<file path="src/rtl/execute_stage_pkg.sv">
// -----------------------------------------------------------------------------
// execute_stage_pkg
// Shared definitions for the MIPS execute stage:
//   - default datapath / register-index / ALU-control widths
//   - ALU opcode encodings (ALU_AND .. ALU_SLT)
//   - operand forwarding source encodings (FWD_RF / FWD_W / FWD_M)
// No ports (package).
// -----------------------------------------------------------------------------
package execute_stage_pkg;

    localparam int WIDTH_DEF    = 32;
    localparam int RADDR_W_DEF  = 5;
    localparam int ALUCTL_W_DEF = 3;

    // ALU control encodings
    localparam logic [ALUCTL_W_DEF-1:0] ALU_AND  = 3'b000;
    localparam logic [ALUCTL_W_DEF-1:0] ALU_OR   = 3'b001;
    localparam logic [ALUCTL_W_DEF-1:0] ALU_ADD  = 3'b010;
    localparam logic [ALUCTL_W_DEF-1:0] ALU_NONE = 3'b011;
    localparam logic [ALUCTL_W_DEF-1:0] ALU_ANDN = 3'b100;
    localparam logic [ALUCTL_W_DEF-1:0] ALU_ORN  = 3'b101;
    localparam logic [ALUCTL_W_DEF-1:0] ALU_SUB  = 3'b110;
    localparam logic [ALUCTL_W_DEF-1:0] ALU_SLT  = 3'b111;

    // Where an ALU operand comes from
    typedef enum logic [1:0] {
        FWD_RF = 2'b00,   // register-file read data
        FWD_W  = 2'b01,   // write-back stage result
        FWD_M  = 2'b10    // memory stage ALU result
    } fwd_sel_t;

endpackage : execute_stage_pkg

</file>
<file path="src/rtl/execute_stage_alu.sv">
// -----------------------------------------------------------------------------
// execute_stage_alu
// Purely combinational ALU for the execute stage. Arithmetic wraps modulo
// 2^WIDTH; there is no overflow trap.
// Ports:
//   i_src_a    in  WIDTH     operand A
//   i_src_b    in  WIDTH     operand B
//   i_alu_ctl  in  ALUCTL_W  operation select
//   o_result   out WIDTH     result
// -----------------------------------------------------------------------------
module execute_stage_alu
    import execute_stage_pkg::*;
#(
    parameter int WIDTH    = WIDTH_DEF,
    parameter int ALUCTL_W = ALUCTL_W_DEF
) (
    input  logic [WIDTH-1:0]    i_src_a,
    input  logic [WIDTH-1:0]    i_src_b,
    input  logic [ALUCTL_W-1:0] i_alu_ctl,
    output logic [WIDTH-1:0]    o_result
);

    logic signed [WIDTH-1:0] w_a_s;
    logic signed [WIDTH-1:0] w_b_s;
    logic                    w_lt;

    assign w_a_s = i_src_a;
    assign w_b_s = i_src_b;
    assign w_lt  = (w_a_s < w_b_s);

    always_comb begin
        o_result = '0;
        case (i_alu_ctl)
            ALU_AND:  o_result = i_src_a & i_src_b;
            ALU_OR:   o_result = i_src_a | i_src_b;
            ALU_ADD:  o_result = i_src_a + i_src_b;
            ALU_ANDN: o_result = i_src_a & ~i_src_b;
            ALU_ORN:  o_result = i_src_a | ~i_src_b;
            ALU_SUB:  o_result = i_src_a - i_src_b;
            // signed compare, result zero-extended to full width
            ALU_SLT:  o_result = {{(WIDTH-1){1'b0}}, w_lt};
            default:  o_result = '0;
        endcase
    end

endmodule : execute_stage_alu

</file>
<file path="src/rtl/execute_stage.sv">
// -----------------------------------------------------------------------------
// execute_stage
// E stage of the 5-stage MIPS pipeline. Selects forwarded operands (from its
// own M-side register, or from W via ports), runs the ALU, picks the
// destination register and registers everything into the E->M boundary.
// Ports:
//   clk, reset                 clock / synchronous active-high reset
//   FlushM                     insert a bubble into M (controls/index zeroed)
//   RegWriteE, MemtoRegE,
//   MemWriteE, ALUControlE,
//   ALUSrcE, RegDstE           control from the D->E register
//   RsE, RtE, RdE              register indices
//   SignImmE                   sign-extended immediate
//   RD1E, RD2E                 register-file read data (Rs, Rt)
//   RegWriteW, WriteRegW,
//   ResultW                    write-back stage forwarding source
//   WriteRegE                  combinational destination (hazard unit)
//   RegWriteM, MemtoRegM,
//   MemWriteM, ALUOutM,
//   WriteDataM, WriteRegM      registered E->M outputs
// -----------------------------------------------------------------------------
module execute_stage
    import execute_stage_pkg::*;
#(
    parameter int WIDTH    = WIDTH_DEF,
    parameter int RADDR_W  = RADDR_W_DEF,
    parameter int ALUCTL_W = ALUCTL_W_DEF
) (
    input  logic                clk,
    input  logic                reset,
    input  logic                FlushM,
    input  logic                RegWriteE,
    input  logic                MemtoRegE,
    input  logic                MemWriteE,
    input  logic [ALUCTL_W-1:0] ALUControlE,
    input  logic                ALUSrcE,
    input  logic                RegDstE,
    input  logic [RADDR_W-1:0]  RsE,
    input  logic [RADDR_W-1:0]  RtE,
    input  logic [RADDR_W-1:0]  RdE,
    input  logic [WIDTH-1:0]    SignImmE,
    input  logic [WIDTH-1:0]    RD1E,
    input  logic [WIDTH-1:0]    RD2E,
    input  logic                RegWriteW,
    input  logic [RADDR_W-1:0]  WriteRegW,
    input  logic [WIDTH-1:0]    ResultW,
    output logic [RADDR_W-1:0]  WriteRegE,
    output logic                RegWriteM,
    output logic                MemtoRegM,
    output logic                MemWriteM,
    output logic [WIDTH-1:0]    ALUOutM,
    output logic [WIDTH-1:0]    WriteDataM,
    output logic [RADDR_W-1:0]  WriteRegM
);

    fwd_sel_t           w_fwd_a_sel;
    fwd_sel_t           w_fwd_b_sel;
    logic [WIDTH-1:0]   w_src_a;
    logic [WIDTH-1:0]   w_write_data_e;
    logic [WIDTH-1:0]   w_src_b;
    logic [WIDTH-1:0]   w_alu_result;

    logic               r_reg_write_m;
    logic               r_mem_to_reg_m;
    logic               r_mem_write_m;
    logic [WIDTH-1:0]   r_alu_out_m;
    logic [WIDTH-1:0]   r_write_data_m;
    logic [RADDR_W-1:0] r_write_reg_m;

    // ---- E stage: forwarding, operand select, ALU ----
    // M has priority over W because it holds the younger result. Register 0
    // is hard-wired to zero, so a pending write to it must never be forwarded.
    always_comb begin
        w_fwd_a_sel = FWD_RF;
        w_fwd_b_sel = FWD_RF;
        if (r_reg_write_m && (r_write_reg_m != '0) && (r_write_reg_m == RsE))
            w_fwd_a_sel = FWD_M;
        else if (RegWriteW && (WriteRegW != '0) && (WriteRegW == RsE))
            w_fwd_a_sel = FWD_W;
        if (r_reg_write_m && (r_write_reg_m != '0) && (r_write_reg_m == RtE))
            w_fwd_b_sel = FWD_M;
        else if (RegWriteW && (WriteRegW != '0) && (WriteRegW == RtE))
            w_fwd_b_sel = FWD_W;
    end

    always_comb begin
        w_src_a = RD1E;
        case (w_fwd_a_sel)
            FWD_M:   w_src_a = r_alu_out_m;
            FWD_W:   w_src_a = ResultW;
            default: w_src_a = RD1E;
        endcase
    end

    always_comb begin
        w_write_data_e = RD2E;
        case (w_fwd_b_sel)
            FWD_M:   w_write_data_e = r_alu_out_m;
            FWD_W:   w_write_data_e = ResultW;
            default: w_write_data_e = RD2E;
        endcase
    end

    assign w_src_b   = ALUSrcE ? SignImmE : w_write_data_e;
    assign WriteRegE = RegDstE ? RdE : RtE;

    execute_stage_alu #(
        .WIDTH    (WIDTH),
        .ALUCTL_W (ALUCTL_W)
    ) u_alu (
        .i_src_a   (w_src_a),
        .i_src_b   (w_src_b),
        .i_alu_ctl (ALUControlE),
        .o_result  (w_alu_result)
    );

    // ---- E -> M boundary ----
    // A flush kills the instruction's side effects (controls and destination)
    // but leaves the data registers holding their previous contents.
    always_ff @(posedge clk) begin
        if (reset) begin
            r_reg_write_m  <= 1'b0;
            r_mem_to_reg_m <= 1'b0;
            r_mem_write_m  <= 1'b0;
            r_write_reg_m  <= '0;
            r_alu_out_m    <= '0;
            r_write_data_m <= '0;
        end else if (FlushM) begin
            r_reg_write_m  <= 1'b0;
            r_mem_to_reg_m <= 1'b0;
            r_mem_write_m  <= 1'b0;
            r_write_reg_m  <= '0;
        end else begin
            r_reg_write_m  <= RegWriteE;
            r_mem_to_reg_m <= MemtoRegE;
            r_mem_write_m  <= MemWriteE;
            r_write_reg_m  <= WriteRegE;
            r_alu_out_m    <= w_alu_result;
            r_write_data_m <= w_write_data_e;
        end
    end

    assign RegWriteM  = r_reg_write_m;
    assign MemtoRegM  = r_mem_to_reg_m;
    assign MemWriteM  = r_mem_write_m;
    assign ALUOutM    = r_alu_out_m;
    assign WriteDataM = r_write_data_m;
    assign WriteRegM  = r_write_reg_m;

endmodule : execute_stage

</file>
<file path="config.mk">
export PLATFORM = sky130hd
export DESIGN_NAME = execute_stage
export DESIGN_NICKNAME = d
export VERILOG_FILES = /design/src/rtl/execute_stage_pkg.sv /design/src/rtl/execute_stage_alu.sv /design/src/rtl/execute_stage.sv
export SDC_FILE = /design/constraint.sdc
export NUM_CORES = 1
export LEC_CHECK = 0
export BUFFER_PORTS_ARGS = -buffer_cell sky130_fd_sc_hd__buf_4
export CAP_MARGIN = 20
export CORE_ASPECT_RATIO = 0.75
export CORE_MARGIN = 3
export CORE_UTILIZATION = 50
export DETAILED_ROUTE_END_ITERATION = 12
export PLACE_DENSITY_LB_ADDON = 0.12
export SYNTH_ARGS = -nofsm -noshare
export SYNTH_HDL_FRONTEND = slang
export SYNTH_SLANG_ARGS = --single-unit
</file>
<file path="constraint.sdc">
create_clock -name clk -period 13.5 [get_ports clk]
set_input_delay 2.7 -clock clk [delete_from_list [all_inputs] [get_ports clk]]
set_output_delay 2.7 -clock clk [all_outputs]
set_load 0.02 [all_outputs]
</file>
==> summary.txt <==
Timing
  • Worst Tran Pin Value: 0.831 ns
  • Hold slack final: 0.502 ns
  • Post-Route Skew: 0.0100 ns
  • Final Setup Violations: 0
  • Fin crit share: 56.2%
  • Tmin final: 7.59 ns
  • Slew Viols, Final: 0
  • Setup_tns: 0 ns
  • F_max: 0.132 GHz
  • RSZ-0062 raised after global routing: no
  • Slew Limit Headroom: 44.0%
  • Final worst setup slack: 5.91 ns
  • Final Hold Vio Count: 0

CTS
  • Num CTS Buffers: 9
  • Clk pin slew, worst setup/hold paths: 0.06 ns
  • CTS root buffer: clkbuf_16
  • H-tree level count: 3
  • Post-CTS Hold Buffers: 0
  • TritonCTS clock tree: done
  • Clk_lat worst skew: 0.35 ns
  • Clock Sinks: 72
  • Clock buffer depth: 2
  • CTS resizes: 0
  • Postcts setup bufs: 0

Synthesis
  • Synth area leader: dfxtp_1
  • Adder-Cell Fraction of Synth Area: between 10% and 20%
  • YS warnings: 0
  • Simple-Gate Fraction of Synth Area: 16.7%
  • Post-synth EDFFs: 0
  • Main area contributors after synthesis: dfxtp_1 (16%), mux2i_1 (13%), ha_1 (8.9%)
  • Async SR Flop Fraction: 0%
  • Synth Area per Inst: 7.76 µm²
  • Gate Count Post-Synth: 1146
  • Mux share of post-synthesis cell area: between 10% and 20%
  • Mapped cell area: 8900 µm²
  • Yosys top cell area share: 16.2%
  • Register bit total from synthesis: roughly 70
  • XOR/XNOR share of the synthesized area: roughly 7.8%
  • Synth Net Count: 1371
  • Number of distinct library cells after synthesis: 76
  • Main combinational cell family by area after synthesis: compound AO/OA/AOI/OAI gates
  • Synth Area in Compound Gates: 23.1%
  • Primary FF master, synth: dfxtp_1
  • Sequential share of the synthesized area: 16.2%

Drt
  • Vias per Instance: 6.07
  • Initial DRT Pass Iterations: 6
  • DRC errors left: 0
  • Routed via count: 9539
  • Average wire per standard cell: 21.6 µm
  • Drt total wl: 34000 µm
  • Initial DRC Count: about 1200
  • Final ANT Viol Nets: 0

Die
  • Die height: 122 µm
  • Cell Rows: 41
  • Core area: 17100 µm²
  • Die area: 19400 µm²
  • Ports: about 240
  • Initial core utilization: 51.9%
  • Die X: 160 µm

Setup path
  • Worst EP arrival: 7.79 ns
  • Critical path peak fanout: 32
  • Worst Path Required: between 10 and 15 ns
  • Worst setup SP type: input pin
  • Crit path capture type: register
  • Critical setup path kind: in2reg

Pwr
  • Logic gate share of total power: ~47%
  • Overall power: around 940 µW
  • P_int: 556 µW
  • Switching pwr: 382 µW
  • Flop pwr share: 26.4%
  • Net Sw Frac: 40.7%
  • Worst vdd ir: ~0.065 mV
  • PwrDens: 84.9 nW/µm²
  • Leak: 4.62 nW
  • Clock power frac: between 20% and 30%

Status
  • Status: finished clean

Placed design
  • Placed Area: 10700 µm²
  • Inst Count DP: 1555
  • Dpl ws: 5.70 ns
  • Gpl congestion: 1.02
  • Port Buffers: 236
  • HPWL after DPL: 26700 µm

Flow run
  • Max cap viols: 0

Layout
  • Fin nets: 1556
  • Area growth from synthesis to layout: 24.1%
  • Finished Core Util: between 60 and 70%
  • Post-Layout Cell Count: 1572
  • # fillers: 1577
  • Share of cells above drive strength 1: 24.7%
  • Final instance area: approximately 11000 µm²

Global route
  • Vias in the first global route: 8767
  • GRT overflow: 0
  • Total GRT Usage: 33.8%
  • First-pass GRT wire length: just over 50000 µm
  • Largest net degree at the start of global routing: 65
  • Antenna violations before repair: 1

Hold path
  • Worst hold path class: reg2reg
-- power groups by stage --
stage                     sequential (mW)  clock, mW  combinational, mW
after floorplan                     0.263          0              0.264
after global placement              0.251          0              0.422
after detailed placement            0.251          0              0.424
after CTS                           0.247      0.251              0.427
after global routing                0.249      0.260              0.471
final                               0.248      0.252              0.438
-- worst max-delay path, cell delays in order --
cell,delay (ns)
buf_4,0.12
or4_4,0.54
o21ai_4,0.23
nor4_4,0.07
buf_4,0.32
mux2i_1,0.44
o21ai_0,0.28
ha_1,0.54
nor2b_1,0.10
or3_1,0.35
o2111a_1,0.30
nor3_2,0.35
o31ai_1,0.16
a41oi_1,0.49
o21ai_0,0.18
xnor2_1,0.15
a222oi_1,0.30
a211oi_1,0.10
-- cell usage after synthesis, drive strengths merged (20+ instances only) --
cell,number
xnor2,68
dfxtp,72
a21oi,56
nor2,94
inv,62
buf,24
maj3,24
a22oi,22
o211ai,20
nand2,103
ha,63
clkbuf,50
mux2i,128
nand3,33
o21ai,121
-- metal layers --
| layer | wire, µm | share of wire, % | global-route usage (%) |
|---|---|---|---|
| met5 | 69 | 0.20 | 2.78 |
| met4 | 383 | 1.1 | 6.29 |
| met3 | 4230 | 12 | 11.2 |
| met2 | 13200 | 39 | 45.4 |
| met1 | 16100 | 47 | 51.5 |
-- final cells by class --
class | count | area (µm²) | area share [%]
Sequential cell | 72 | 1440 | 13.1
Multi-Input combinational cell | 937 | 6900 | 62.5
Clock inverter | 6 | 70.1 | 0.635
Inverter | 63 | 236 | 2.14
Antenna cell | 1 | 2.50 | 0.0227
Clock buffer | 9 | 225 | 2.04
Timing Repair Buffer | 248 | 1870 | 16.9
Tap cell | 236 | 295 | 2.67
-- logic make-up (layout without fill, tap and decap cells) --
logic type / after synthesis / count (layout)
compound gates: 316 / 316
xor+xnor: 79 / 79
fa+ha+maj: 89 / 89
buf+inv: 137 / 326
flops: 72 / 72
mux: 135 / 135
other cells: 0 / 1
simple gates: 318 / 318
-- cell usage in the layout (no fill, tap or decap), types with 15 or more instances in the layout --
cell type,n
o211ai_1,20
dfxtp_1,72
a22oi_1,22
o21ai_1,21
o21ai_0,90
mux2i_1,112
ha_1,63
nand3_1,33
inv_1,62
nor2_1,93
a21oi_1,56
mux2i_4,15
buf_4,247
nand2_1,103
xnor2_1,68
-- flip-flops by register name (all words and copies together) (netlist names) --
name	cells
WriteRegM	5
MemWriteM	1
ALUOutM	32
MemtoRegM	1
WriteDataM	32
RegWriteM	1
-- path summary, 6_finish.rpt --
path         slack, ns        endpoint            from  cells after the start
max               5.91     ALUOutM[26]    WriteRegW[0]                     18
min               0.50  WriteDataM[29]  WriteDataM[29]                      2
max reg2reg       8.06     ALUOutM[27]    WriteRegM[2]                     16
min reg2reg       0.50  WriteDataM[29]  WriteDataM[29]                      2
(Power assumes the default switching activity.)
